--- src/rtl/if_stage_pkg.sv ---
// Shared fetch-stage definitions: datapath widths, reset PC, NOP encoding and
// the PC+instruction pair that moves through the fetch path.
package if_stage_pkg;

    localparam int unsigned XLEN     = 64;
    localparam int unsigned INST_LEN = 32;

    localparam logic [XLEN-1:0]     RESET_PC_DEFAULT = 64'h0000_0000_8000_0000;
    localparam logic [INST_LEN-1:0] NOP_INSTR        = 32'h0000_0013;

    typedef struct packed {
        logic [XLEN-1:0]     pc;
        logic [INST_LEN-1:0] instr;
    } fetch_entry_t;

    function automatic logic [XLEN-1:0] align_pc(input logic [XLEN-1:0] pc);
        return {pc[XLEN-1:2], 2'b00};
    endfunction

endpackage

--- src/rtl/if_skid_buf.sv ---
// One-entry PC+instruction holding buffer between the memory response and the
// ID-facing output register. Flush wins over write; write wins over read.
module if_skid_buf
    import if_stage_pkg::*;
(
    input  logic         clk,
    input  logic         rst_n,
    input  logic         flush,
    input  logic         wr_en,
    input  fetch_entry_t wr_entry,
    input  logic         rd_en,
    output logic         full,
    output fetch_entry_t rd_entry
);

    always_ff @(posedge clk or negedge rst_n) begin
        if (!rst_n) begin
            full           <= 1'b0;
            rd_entry.pc    <= '0;
            rd_entry.instr <= NOP_INSTR;
        end else if (flush) begin
            full <= 1'b0;
        end else if (wr_en) begin
            full     <= 1'b1;
            rd_entry <= wr_entry;
        end else if (rd_en) begin
            full <= 1'b0;
        end
    end

endmodule

--- src/rtl/if_stage.sv ---
// Instruction fetch stage: single-outstanding-request memory fetcher with a
// held output register toward ID, a one-entry skid buffer and redirect/kill.
module if_stage
    import if_stage_pkg::*;
#(
    parameter logic [XLEN-1:0] RESET_PC = RESET_PC_DEFAULT
) (
    input  logic                clk,
    input  logic                rst_n,
    input  logic                stalln_pc,
    input  logic                redirect_i,
    input  logic [XLEN-1:0]     redirect_pc_i,
    output logic                imem_req_o,
    output logic [XLEN-1:0]     imem_addr_o,
    input  logic                imem_gnt_i,
    input  logic                imem_rvalid_i,
    input  logic [INST_LEN-1:0] imem_rdata_i,
    output logic [XLEN-1:0]     pc_o,
    output logic [INST_LEN-1:0] instr_o,
    output logic                valid_o
);

    typedef enum logic [1:0] {
        S_IDLE,
        S_REQ,
        S_WAIT
    } state_e;

    state_e          state_q, state_d;
    logic [XLEN-1:0] fetch_pc_q, fetch_pc_d;
    logic [XLEN-1:0] req_pc_q, req_pc_d;
    logic            kill_q, kill_d;
    logic            req_en;
    logic            req_fire;
    logic            resp_live;

    logic            skid_full;
    logic            skid_wr;
    logic            skid_rd;
    fetch_entry_t    skid_entry;
    fetch_entry_t    resp_entry;

    logic            out_load;
    logic            valid_d;
    fetch_entry_t    out_d;

    assign resp_entry  = {req_pc_q, imem_rdata_i};
    assign imem_req_o  = req_en;
    assign imem_addr_o = align_pc(fetch_pc_q);

    always_ff @(posedge clk or negedge rst_n) begin
        if (!rst_n) begin
            state_q <= S_IDLE;
        end else begin
            state_q <= state_d;
        end
    end

    // A killed request still owes one response, so no new request may go out
    // until that response has been swallowed (kill keeps req low).
    always_comb begin
        state_d    = state_q;
        fetch_pc_d = fetch_pc_q;
        req_pc_d   = req_pc_q;
        kill_d     = kill_q;
        req_en     = 1'b0;
        req_fire   = 1'b0;
        resp_live  = 1'b0;

        case (state_q)
            S_IDLE: begin
                state_d = S_REQ;
            end
            S_REQ: begin
                req_en = !skid_full && !kill_q;
                if (req_en && imem_gnt_i) begin
                    req_fire   = 1'b1;
                    state_d    = S_WAIT;
                    fetch_pc_d = fetch_pc_q + XLEN'(4);
                    req_pc_d   = fetch_pc_q;
                end
            end
            S_WAIT: begin
                if (imem_rvalid_i) begin
                    state_d   = S_REQ;
                    resp_live = !kill_q;
                end
            end
            default: begin
                state_d = S_IDLE;
            end
        endcase

        if (kill_q && imem_rvalid_i && state_q != S_IDLE) begin
            kill_d = 1'b0;
        end

        if (redirect_i) begin
            state_d    = S_REQ;
            fetch_pc_d = align_pc(redirect_pc_i);
            resp_live  = 1'b0;
            kill_d     = req_fire
                      || (state_q == S_WAIT && !imem_rvalid_i)
                      || (kill_q && !imem_rvalid_i);
        end
    end

    always_ff @(posedge clk or negedge rst_n) begin
        if (!rst_n) begin
            fetch_pc_q <= RESET_PC;
            req_pc_q   <= RESET_PC;
            kill_q     <= 1'b0;
        end else begin
            fetch_pc_q <= fetch_pc_d;
            req_pc_q   <= req_pc_d;
            kill_q     <= kill_d;
        end
    end

    // Output register advances when empty or being consumed; skid content is
    // older than any same-cycle response, so it is presented first.
    always_comb begin
        out_load = 1'b0;
        out_d    = resp_entry;
        valid_d  = valid_o;
        skid_wr  = 1'b0;
        skid_rd  = 1'b0;

        if (!valid_o || stalln_pc) begin
            if (skid_full) begin
                out_load = 1'b1;
                out_d    = skid_entry;
                valid_d  = 1'b1;
                skid_rd  = 1'b1;
                skid_wr  = resp_live;
            end else if (resp_live) begin
                out_load = 1'b1;
                valid_d  = 1'b1;
            end else begin
                valid_d = 1'b0;
            end
        end else begin
            skid_wr = resp_live;
        end

        if (redirect_i) begin
            out_load = 1'b0;
            valid_d  = 1'b0;
            skid_wr  = 1'b0;
            skid_rd  = 1'b0;
        end
    end

    always_ff @(posedge clk or negedge rst_n) begin
        if (!rst_n) begin
            valid_o <= 1'b0;
            pc_o    <= '0;
            instr_o <= NOP_INSTR;
        end else begin
            valid_o <= valid_d;
            if (out_load) begin
                pc_o    <= out_d.pc;
                instr_o <= out_d.instr;
            end
        end
    end

    if_skid_buf u_skid (
        .clk      (clk),
        .rst_n    (rst_n),
        .flush    (redirect_i),
        .wr_en    (skid_wr),
        .wr_entry (resp_entry),
        .rd_en    (skid_rd),
        .full     (skid_full),
        .rd_entry (skid_entry)
    );

endmodule

--- config.mk ---
export PLATFORM = sky130hd
export DESIGN_NAME = if_stage
export DESIGN_NICKNAME = d
export VERILOG_FILES = /design/src/rtl/if_stage_pkg.sv /design/src/rtl/if_skid_buf.sv /design/src/rtl/if_stage.sv
export SDC_FILE = /design/constraint.sdc
export NUM_CORES = 1
export LEC_CHECK = 0
export ABC_AREA = 1
export CAP_MARGIN = 10
export CORE_ASPECT_RATIO = 1.4
export CORE_MARGIN = 3
export CORE_UTILIZATION = 55
export CTS_BUF_LIST = sky130_fd_sc_hd__clkbuf_16
export DETAILED_ROUTE_END_ITERATION = 10
export GPL_TIMING_DRIVEN = 0
export HOLD_SLACK_MARGIN = 0.02
export PLACE_DENSITY_LB_ADDON = 0.25
export SLEW_MARGIN = 30
export SYNTH_ARGS = -nofsm -noshare
export SYNTH_HDL_FRONTEND = slang
export SYNTH_HIERARCHICAL = 1
export SYNTH_SLANG_ARGS = --single-unit
--- constraint.sdc ---
create_clock -name clk -period 3.8 [get_ports clk]
set_input_delay 0.76 -clock clk [delete_from_list [all_inputs] [get_ports clk]]
set_output_delay 0.76 -clock clk [all_outputs]
set_load 0.005 [all_outputs]
**Word level (Yosys, flattened, before mapping)**

Cells that the tools add are included.
Widths: inputs -> output; s select.

- Add/sub/neg operators: 1
- $mul: 0
- Div/mod/pow operators: 0
- Order comparisons: 0
- Eq/ne operators: 4
- Shifts and indexed selects: 0
- Mux-type cells: 32
- Bitwise logic cells: 1
- Reduce and logical (&&, ||, !) cells: 24

Operator list:

| kind | number |
|---|---|
| $mux 64 | 3 |
| $mux 96 | 2 |
| $add 64x3->64 const B | 1 |
| $mux 1 | 23 |
| $reduce_bool 2->1 | 5 |
| $reduce_and 2->1 | 4 |
| $logic_and 1x1->1 | 6 |
| $mux 2 | 3 |
| $ne 3x3->1 const B | 2 |
| $pmux 2 s3 | 1 |
| $logic_not 1->1 | 4 |
| $logic_or 1x1->1 | 3 |
| $reduce_bool 3->1 | 1 |
| $eq 2x1->1 const B | 1 |
| $eq 2x2->1 const B | 1 |
| $logic_not 2->1 | 1 |
| $not 1->1 | 1 |

- Bits in registers: 325
- Latch bits: 0
- Memory bits (writable): 0
- ROM bits: 0
- Input port bits: 102
- Output and inout port bits: 162
- Word-level logic and storage cells: 72
- Memories: 0

**Depth between registers and ports, before layout**

Gate-level depths: netlist of the first run.

- Depth after elaboration: 9
- Depth in mapped cells: 11
- Depth with buffers taken out: 10

**Hierarchy**

Netlist of the first run, hierarchy kept.

By module, submodules not included:

| module | instances | cells each | area an instance (um^2) | sequential area each (um^2) |
|---|---|---|---|---|
| if_stage | 1 | 1754 | 11965.2 | 5611.6 |
| if_skid_buf | 1 | 421 | 3848.7 | 2431.1 |

**Worst setup path after synthesis of the first run**

Ideal clock, no wire load.

- Path type: input port to flip-flop
- Start point: in redirect_i
- End point: reg u_skid/rd_entry[62] (netlist bit)
- Setup time: 0.116 ns
- Arrival: 1.974 ns
- Data required time: 3.684 ns
- Path slack: 1.710 ns
- Stages on the path: 9
- Path buffers: 4
- Cell sequence: buf_2 nor4_4 o21a_1 buf_4 nand2_4 buf_6 buf_4 nand2_1 nand2_1

- Word-level cells in the longest chain between the ends: 5
- Elaborated cells on any way between the ends: 6
- Those cells by class: 4 x mux; 1 x bitwise; 1 x reduce/logical

Ends and longest elaborated chain:

| element | line | RTL |
|---|---|---|
| start: declaration | if_stage.sv:11 | `input logic redirect_i,` |
| $mux 1 | if_stage.sv:98 | `if (redirect_i) begin` |
| $mux 1 | if_stage.sv:130 | `if (skid_full) begin` |
| $mux 1 | if_stage.sv:129 | `if (!valid_o \|\| stalln_pc) begin` |
| $mux 1 (*) | if_stage.sv:146 | `if (redirect_i) begin` |
| via skid_wr | if_stage.sv:38 | `logic skid_wr;` |
| $reduce_and 2->1 (no source line) (*) | -- |  |
| end signal: assignment | if_skid_buf.sv:25 | `rd_entry <= wr_entry;` |
| end: declaration | if_skid_buf.sv:13 | `output fetch_entry_t rd_entry` |

Mark *: on every way through the listed nets, which the timed path passes. The rest lies on a longest branch.
A chain may end at the register's enable or synchronous reset.

**Final worst setup path of the first run**

- Start point: in redirect_i
- End point: reg valid_o

- Word-level cells in the longest chain between the ends: 5
- Elaborated cells on any way between the ends: 6
- Those cells by class: 5 x mux; 1 x reduce/logical

Ends and longest elaborated chain:

| element | line | RTL |
|---|---|---|
| $mux 1 | if_stage.sv:98 |  |
| $mux 1 | if_stage.sv:136 | `end else if (resp_live) begin` |
| $mux 1 | if_stage.sv:130 |  |
| $mux 1 | if_stage.sv:129 |  |
| $mux 1 | if_stage.sv:146 |  |
| end signal: assignment | if_stage.sv:160 | `valid_o <= valid_d;` |
| end: declaration | if_stage.sv:20 | `output logic valid_o` |

Parallel ways exist; a longest one is shown, timed or not. The select of a mux whose other input is x is not followed.

==> results of run 1 <==
metal layers:
metal | share of wire (%) | GRT usage [%] | up-vias
met5 | 0.032 | 0 | -
met4 | 5.1 | 15.15 | 2
met3 | 6.7 | 3.844 | 153
met2 | 50 | 59.73 | 691
met1 | 38 | 42.26 | 7364
li1 | - | - | 7333
final cells by class:
type	instances	share of cell area [%]
Clock buffer	30	3.775
Inverter	134	2.529
Tap cell	370	2.328
Buffer	105	2.693
Clock inverter	22	0.7047
Multi-Input combinational cell	1618	33.91
Sequential cell	321	40.44
Timing Repair Buffer	263	13.62
layout by cell type, fill, tap and decap left out, types with 7 or more instances in the layout:
cell	instances
buf_2	38
clkbuf_16	30
buf_4	21
o21bai_1	10
o21ai_0	112
inv_2	8
clkinv_2	7
o21ai_1	12
nor2_1	114
clkinv_1	7
nand4_1	7
dfrtp_1	313
clkdlybuf4s50_1	258
clkbuf_1	38
nand2_1	1135
nand3_1	165
inv_1	130
xor2_1	17
dfstp_2	8
o211ai_1	9
state kept, by name, indices dropped and copies added (netlist names):
register	flops
u_skid/rd_entry	96
fetch_pc_q	62
pc_o	64
u_skid/full	1
valid_o	1
req_pc_q	62
instr_o	32
state_q	2
kill_q	1
where the power goes:
part | switching [mW] | internal, mW
combinational | 1.12 | 1.06
sequential | 0.597 | 4.00
clock | 1.31 | 1.50
total | 3.03 | 6.56
synth_stat cells (2+ instances only):
master    number
dfstp_2        8
buf_4         21
nand4_1        7
a31oi_1        3
clkbuf_1      38
buf_1          6
a21oi_1        2
nor2_4         2
xor2_1        17
nand2_1     1135
nor2_1       114
inv_1        126
nor3_1         6
nor2_2         6
inv_2          8
o211ai_1       9
o221ai_1       4
o21ai_0      112
nand3_1      165
buf_2         38
buf_6          2
o21bai_1      10
o21a_1         2
dfrtp_1      313
o21ai_1       12
cell families (layout without fill, tap and decap cells):
logic type               after synthesis  in the layout
buffers and inverters                239            554
other                                  1              4
AO/OA/AOI/OAI                        156            156
XOR/XNOR                              18             18
adder cells (fa/ha/maj)                1              1
flip-flops                           321            321
AND/OR/NAND/NOR                     1439           1439
worst min-delay path by stage:
stage,endpoint,slack [ps],depth (start not counted)
finish,pc_o[5],90,1
global route,pc_o[5],100,1
CTS,pc_o[5],80,1
detailed placement,u_skid/rd_entry[4],460,2
global placement,u_skid/rd_entry[0],450,2
floorplan,u_skid/rd_entry[0],440,2
per-stage QoR:
step | TNS (ps) | power (mW) | hold WS (ps) | instances
floorplan | 0 | 5.412 | 442.0 | 2178
global route | 0 | 10.03 | 95.66 | 2863
finish | 0 | 9.586 | 85.62 | 2863
CTS | 0 | 9.597 | 84.02 | 2863
detailed placement | 0 | 6.773 | 457.6 | 2811
global placement | -3709890 | 6.690 | 449.4 | 2807
worst register-to-register path, stage by stage, from the launching register on:
cell	delay (ps)
dfrtp_1	340
inv_1	50
nor2_2	190
nor2_2	170
nand2_1	110
inv_2	50
a21oi_4	520
buf_2	370
buf_2	320
o21ai_0	240
==> results.md, run 1 <==
* Post-route ant nets at 0
* # Max-Cap Violations at 0
* Post-synth EDFFs at 0
* Slew @ Worst Pin at 772.5 ps
* Die Height at 206.6 µm
* Min Tclk post-route at 2974 ps
* I/O Buffers at 259
* Post-cts resize count at 0
* Cell taking the most area after synthesis: dfrtp_1
* Startpoint type of the worst setup path: input port
* Post-layout util at 70.98%
* Hold WC Path Type: in -> async
* TritonCTS clock tree: built
* Family with the most delay on the worst path: buffers and inverters
* Slack of the critical path at 826.4 ps
* Critical-path top delay cell: clkdlybuf4s50_1
* First DRT Iteration DRCs at 1155
* Asr flop ratio synth at 100.0%
* Mux cell area share after synthesis at 0%
* Flip-flop and latch area at 8043 µm²
* WL/cell at 18.62 µm
* Req. time, crit path at 4160 ps
* Synth top area share at 49.53%
* Post-route cell area at 19890 µm²
* Site Rows at 72
* Post-CTS Setup Inserts at 0
* Normalized max-slew margin at 48.50%
* XOR/XNOR Fraction of Synth Area at 0.9969%
* Worst VDD drop at 0.3574 mV
* RSZ-0062 raised after global routing: false
* FF+latch count, synth at 321
* CP Capture Point: valid_o
* Largest net degree at the start of global routing at 78
* Flop-to-flop setup slack at 1250 ps
* WP data arrival at 3340 ps
* Pwr/cell area at 482.0 nW/µm²
* CP cell instances: clkdlybuf4s50_1 -> buf_2 -> inv_2 -> nand2_1 -> inv_2 -> a21oi_4 -> buf_2 -> buf_2 -> o21ai_0
* Main synth FF type: dfrtp_1
* Crit share post-route at 78.25%
* Root Buffer: clkbuf_16
* Top-level I/O count at 264
* Worst setup path startpoint: redirect_i
* Initial DRT Pass Iterations at 9
* Reg-to-Reg End: valid_o
* Placement Cell Area at 19000 µm²
* YS warnings at 6
* Multi-input gate area at 6744 µm²
* Number of buffers created by CTS at 30
* Clock sinks at 321
* Seq/Total Area, Yosys at 50.86%
* Vias per cell at 5.429
* Placement Setup Slack at 350.7 ps
* Max Clk Rate at 336.3 MHz
* Clock Pin Slew Worst Setup and Hold Paths at 60 ps
* Max Slew Vio Count at 0
* Adder-Cell Fraction of Synth Area at 0.07912%
* R2R Path Start: valid_o
* GP Congestion at 1.031
* Worst r2r path cells at 9
* Die Width at 149.3 µm
* Worst Path Buf+Inv at 6
* Cell mode on critical path: buf_2
* GR Overflow Total at 0
* Routed WL at 53310 µm
* Syn_area_per_cell at 7.271 µm²
* Critical Path Sink Type: flip-flop
* Layout Nets at 2576
* Number of cells on the critical path at 9
* Area growth syn-to-layout at 25.75%
* Clock skew at 20.26 ps
* CTS max path bufs at 3
* Core area at 28020 µm²
* CP max FO at 10
* Synthesized area at 15810 µm²
* Compound-Gate Fraction of Synth Area at 5.467%
* Starting density of the core at 56.44%
* Detailed-placement wirelength estimate at 40480 µm
* Die area at 30850 µm²
* Leakage power at 10.21 nW
* Post-Synthesis Cells at 2175
* Post-Synth Simple-Gate Area at 36.01%
* Fillers at 2233
* WS Path Type: in -> reg
* Post-route DRC at 0
* Vias in the first global route at 15030
* Initial antenna violation count at 1
* Main area contributors after synthesis: dfrtp_1 50%, nand2_1 27%, nand3_1 5.2%, o21ai_0 3.5%, inv_1 3.0%
* Antenna Cells at 0
* Status: finished, final reports clean
* Largest family of logic cells by synthesized area: simple AND/OR/NAND/NOR gates
* GR Util All Layers at 33.95%
* Largest stage delay, worst path at 580 ps
* H-tree levels at 1
* First-pass GRT wire length at 81780 µm
* Worst skew pair latency at 580 ps
* Vias at 15540
* Unique masters post-synth at 34
* Share of layout cells above drive strength 1 at 5.415%
* Endpoints failing setup at 0
* Final hold vios at 0
* CTS Hold Bufs at 0
Power figures use the tool's default switching activity.
==> run 2, diff against run 1 <==
Settings changed: CORE_UTILIZATION 55 to 49.
Clock period 3.8 ns to 2.6 ns, I/O delays scaled along.
==> run 2 against run 1 <==
Register-to-register slack lost 1000 ps. Via count down 1.8%. Utilization down 7.1 points. Final area rose by 1.7%. Hold slack gained 380 ps. Routed wire length grew 2.4%. Sequential share of layout area is 0.70 points lower. Sequential power rose by 46%. Non-clock buffer count increased by 5. First-iteration DRC count increased by 2.9%. Critical path depth unchanged. Count of clock-buffer cells in the layout increased by 5. Largest cell class unchanged.
==> results.md, run 2 (same netlist as run 1, synthesis figures left out) <==
* Crit share post-route at 92.17%
* GR Overflow Total at 0
* Critical Path Sink Type: flip-flop
* Worst skew pair latency at 520 ps
* Startpoint type of the worst setup path: flip-flop
* Normalized max-slew margin at 38.13%
* Root Buffer: clkbuf_16
* Status: finished, final reports clean
* Share of layout cells above drive strength 1 at 5.864%
* Vias per cell at 5.258
* RSZ-0062 raised after global routing: false
* Core area at 31700 µm²
* Final hold vios at 0
* Antenna Cells at 0
* Post-cts resize count at 0
* Layout Nets at 2585
* Initial DRT Pass Iterations at 5
* Commonest non-fill, non-tap cells in the layout: 1135 x nand2_1, 313 x dfrtp_1, 258 x clkdlybuf4s50_1, 165 x nand3_1, 131 x inv_1
* Vias in the first global route at 15030
* # Max-Cap Violations at 0
* Max Clk Rate at 417.3 MHz
* Most common cell after layout, fill and taps aside: nand2_1
* WL/cell at 18.81 µm
* I/O Buffers at 259
* Area growth syn-to-layout at 27.95%
* Starting density of the core at 49.89%
* Leakage power at 10.36 nW
* CTS max path bufs at 3
* CP max FO at 5
* H-tree levels at 2
* Post-route DRC at 0
* Largest net degree at the start of global routing at 87
* Site Rows at 77
* Min Tclk post-route at 2396 ps
* Max Slew Vio Count at 0
* Largest regs: u_skid/rd_entry (96), pc_o (64)
* Top-level I/O count at 264
* WP data arrival at 2790 ps
* TritonCTS clock tree: built
* Die Width at 157.8 µm
* Die area at 34500 µm²
* Detailed-placement wirelength estimate at 41690 µm
* Hold WC Path Type: reg -> reg
* Post-route ant nets at 0
* Pwr/cell area at 739.3 nW/µm²
* First-pass GRT wire length at 84620 µm
* Die Height at 218.6 µm
* Slew @ Worst Pin at 921.0 ps
* WS Path Type: reg -> reg
* Worst VDD drop at 0.5743 mV
* Endpoints failing setup at 0
* Setup TNS at 0 ps
* GP Congestion at 0.9733
* Fillers at 2826
* Max FFs per register at 96
* Clock Pin Slew Worst Setup and Hold Paths at 60 ps
* GR Util All Layers at 31.76%
* Top reg by flops: u_skid/rd_entry
* Number of buffers created by CTS at 34
* Post-layout util at 63.84%
* Routed WL at 54590 µm
* First DRT Iteration DRCs at 1189
* Clock skew at 14.55 ps
* Vias at 15260
* Req. time, crit path at 3000 ps
* Clock sinks at 321
* Initial antenna violation count at 0
## run 2: cell types whose count changed in the layout (fill, tap and decap cells not counted), sizes merged
cell         change
bufinv           +5
clkbuf           +5
buf              +4
clkinv           -3
clkinvlp         +1
dlygate4sd3      +1
inv              +1
## run 2: metrics by stage
stage | instance area [µm²] | power [mW] | setup slack (ps) | hold slack, ps | std cells
6_report | 20230 | 14.96 | 203.5 | 468.0 | 2902
5_1_grt | 20230 | 15.74 | 108.8 | 487.1 | 2902
4_1_cts | 20230 | 15.04 | 223.7 | 466.7 | 2902
3_5_place_dp | 19030 | 9.916 | -547.5 | 414.0 | 2836
3_3_place_gp | 18910 | 9.838 | -12870 | 449.9 | 2832
2_1_floorplan | 15830 | 7.910 | 750.0 | 224.4 | 2178
## run 2: layer usage
layer | vias to the layer above | wire (µm) | part of all wire [%] | GRT usage [%]
met1 | 7225 | 21510 | 39 | 39.36
met3 | 118 | 3095 | 5.7 | 4.219
met2 | 556 | 27470 | 50 | 55.31
met4 | 0 | 2515 | 4.6 | 13.43
met5 | - | 0 | 0 | 0
li1 | 7361 | - | - | -
## run 2: cell type report
type                       instances  area, µm²  share of cell area, %
clock inverter                    26      279.0                  1.379
timing repair buffer             268       2760                  13.64
tap                              395      494.2                  2.442
clock buffer                      35      875.8                  4.328
inverter                         134      503.0                  2.486
buffer                           105      535.5                  2.647
multi-input combinational       1618       6744                  33.33
sequential                       321       8043                  39.75
## run 2: report_power, final
part | switching [mW] | internal [mW]
sequential | 0.855 | 5.84
clock | 2.04 | 3.05
combinational | 1.62 | 1.56
total | 4.51 | 10.4
## run 2: critical path, stage by stage, from the launching register on
cell     delay (ps)
dfrtp_1         500
nand2_1         180
nor2_1          210
nand2_1         210
nor2_1          450
nand2_1         270
inv_1           190
nand2_1          60
nand3_1         110
nand3_1          80
## run 2: path summary, 6_finish.rpt
kind	start	endpoint	slack [ps]	depth (start not counted)
max in group asynchronous	rst_n	fetch_pc_q[17]	1000	4
setup reg to reg	fetch_pc_q[26]	fetch_pc_q[33]	200	9
setup / recovery	fetch_pc_q[26]	fetch_pc_q[33]	200	9
hold reg to reg	u_skid/rd_entry[1]	u_skid/rd_entry[1]	470	2
hold / removal	u_skid/rd_entry[1]	u_skid/rd_entry[1]	470	2
min in group asynchronous	rst_n	instr_o[8]	480	2
## run 2: timing repair
action,CTS,global route
buffers inserted,4,0
endpoints found under the hold margin,29,0
endpoints found under the setup margin,1,0
hold buffers,1,0
==> run 3, diff against run 2 <==
Settings changed: CORE_UTILIZATION 49 to 55, DONT_BUFFER_PORTS set to 1.
==> run 3 against run 2 <==
The flow now finishes with violations (hold timing). Worst setup slack lost 66 ps. Register-to-register slack lost 70 ps. Maximum frequency shrank 2.7%. Count of clock-buffer cells in the layout shrank 4. Clock power shrank 9.0%. Critical path depth is the same. Global-route usage grew 0.59 points. Total power shrank 11%. Sequential share of layout area grew 6.7 points. Sequential power grew 2%. Non-clock buffer count shrank 268. Final area shrank 14%.
==> results.md, run 3 (same netlist as run 1, synthesis figures left out) <==
* Failing checks: hold timing
* GR Overflow Total at 0
* Starting density of the core at 56.44%
* Die Width at 149.3 µm
* Largest net degree at the start of global routing at 322
* Slew @ Worst Pin at 878.8 ps
* Site Rows at 72
* Max Slew Vio Count at 0
* Die Height at 206.6 µm
* Met3 routed WL at 3667 µm
* Top-level I/O count at 264
* TritonCTS clock tree: built
* Clock Pin Slew Worst Setup and Hold Paths at 60 ps
* GP Congestion at 1.080
* Slack of the critical path at 137.3 ps
* GR Util All Layers at 32.35%
* Initial antenna violation count at 2
* Top reg by flops: u_skid/rd_entry
* I/O Buffers at 0
* Worst VDD drop at 0.4967 mV
* Vias at 14080
* Die area at 30850 µm²
* Max Clk Rate at 406.1 MHz
* Initial DRT Pass Iterations at 5
* Routed WL at 50540 µm
* Critical Path Sink Type: flip-flop
* WS Path Type: reg -> reg
* Root Buffer: clkbuf_16
* Leakage power at 9.244 nW
* Status: finished, violations left
* Fillers at 2581
* Pwr/cell area at 770.0 nW/µm²
* Worst skew pair latency at 570 ps
* # Max-Cap Violations at 0
* Normalized max-slew margin at 41.41%
* Detailed-placement wirelength estimate at 38250 µm
* Max FFs per register at 96
* Vias per cell at 5.403
* Net load switching power at 4.168 mW
* Startpoint type of the worst setup path: flip-flop
* Clock sinks at 321
* Post-layout util at 61.85%
* WHS at -346.0 ps
* Largest regs: u_skid/rd_entry (96), pc_o (64)
* Combinational fraction of design power at 14.0%
* Clock skew at 12.44 ps
* First DRT Iteration DRCs at 908
* Commonest non-fill, non-tap cells in the layout: 1135 x nand2_1, 313 x dfrtp_1, 165 x nand3_1, 129 x inv_1, 114 x nor2_1
* Flop-to-flop setup slack at 140 ps
* Post-route DRC at 0
* Total internal power at 9.174 mW
* CTS max path bufs at 3
* Min Tclk post-route at 2463 ps
* Number of buffers created by CTS at 31
* WL/cell at 19.39 µm
* Post-placement cell count at 2548
* H-tree levels at 1
* First-pass GRT wire length at 77680 µm
* Hold WC Path Type: in -> async
* Layout Nets at 2314
* Endpoints failing setup at 0
* Post-CTS Setup Inserts at 0
* Post-route ant nets at 0
* Top sig layer: met4
* Post-cts resize count at 0
* CP max FO at 10
* Overall power at 13.34 mW
* Most common cell after layout, fill and taps aside: nand2_1
* Vias in the first global route at 13760
* Core area at 28020 µm²
* Placement Setup Slack at 3.882 ps
* Area growth syn-to-layout at 9.574%
* Met2 wire len at 25040 µm
* Crit share post-route at 94.72%
* WL met1 at 19470 µm
* WP data arrival at 2820 ps
* Clock power frac at 34.7%
* Req. time, crit path at 2960 ps
* Share of layout cells above drive strength 1 at 6.177%
* RSZ-0062 raised after global routing: false
* Final hold vios at 313
* Reg power frac at 51.2%
* Non-Filler Instances at 2606
* Switch share at 31.24%
-- run 3: through the flow --
| step | setup TNS [ps] | cell area, µm² |
|---|---|---|
| after floorplan | 0 | 15830 |
| after global placement | -23.13 | 16290 |
| after detailed placement | 0 | 16290 |
| after CTS | 0 | 17320 |
| after global routing | 0 | 17330 |
| final | 0 | 17330 |
-- run 3: worst paths after layout --
| path | from | to | cells past startpoint |
|---|---|---|---|
| setup / recovery | valid_o | valid_o | 9 |
| hold / removal | rst_n | pc_o[7] | 0 |
| setup reg to reg | valid_o | valid_o | 9 |
| hold reg to reg | u_skid/rd_entry[1] | u_skid/rd_entry[1] | 2 |
| max in group asynchronous | rst_n | pc_o[36] | 0 |
| min in group clk | imem_rdata_i[1] | u_skid/rd_entry[1] | 2 |
-- run 3: final cells by class --
class	instances	area [µm²]	share of cell area, %
well taps	370	462.9	2.672
diodes	2	5.005	0.02888
multi-input cells	1618	6744	38.92
plain buffers	105	535.5	3.090
flip-flops and latches	321	8043	46.41
clock buffers	31	775.7	4.477
clock inverters	25	259.0	1.495
inverters	134	503.0	2.903
-- run 3: per-layer routing --
layer | global-route usage, % | vias to the layer above
met3 | 5.940 | 92
li1 | - | 6810
met1 | 39.08 | 6650
met5 | 0 | -
met4 | 14.72 | 0
met2 | 56.34 | 529
-- run 3: worst max-delay path, cell delays in order, from the launching register on --
cell and delay, ps:
dfrtp_1 360, inv_1 60, nor2_2 180, nor2_2 170, nand2_1 110, inv_2 50
a21oi_4 430, buf_2 330, buf_2 300, o21ai_0 240
-- run 3: power groups by stage --
stage                     registers (mW)  clock network [mW]  logic (mW)
after floorplan                     6.52                   0        1.39
after global placement              6.88                   0        1.80
after detailed placement            6.90                   0        1.86
after CTS                           6.83                4.68        1.87
after global routing                6.94                4.88        2.16
final                               6.84                4.63        1.87
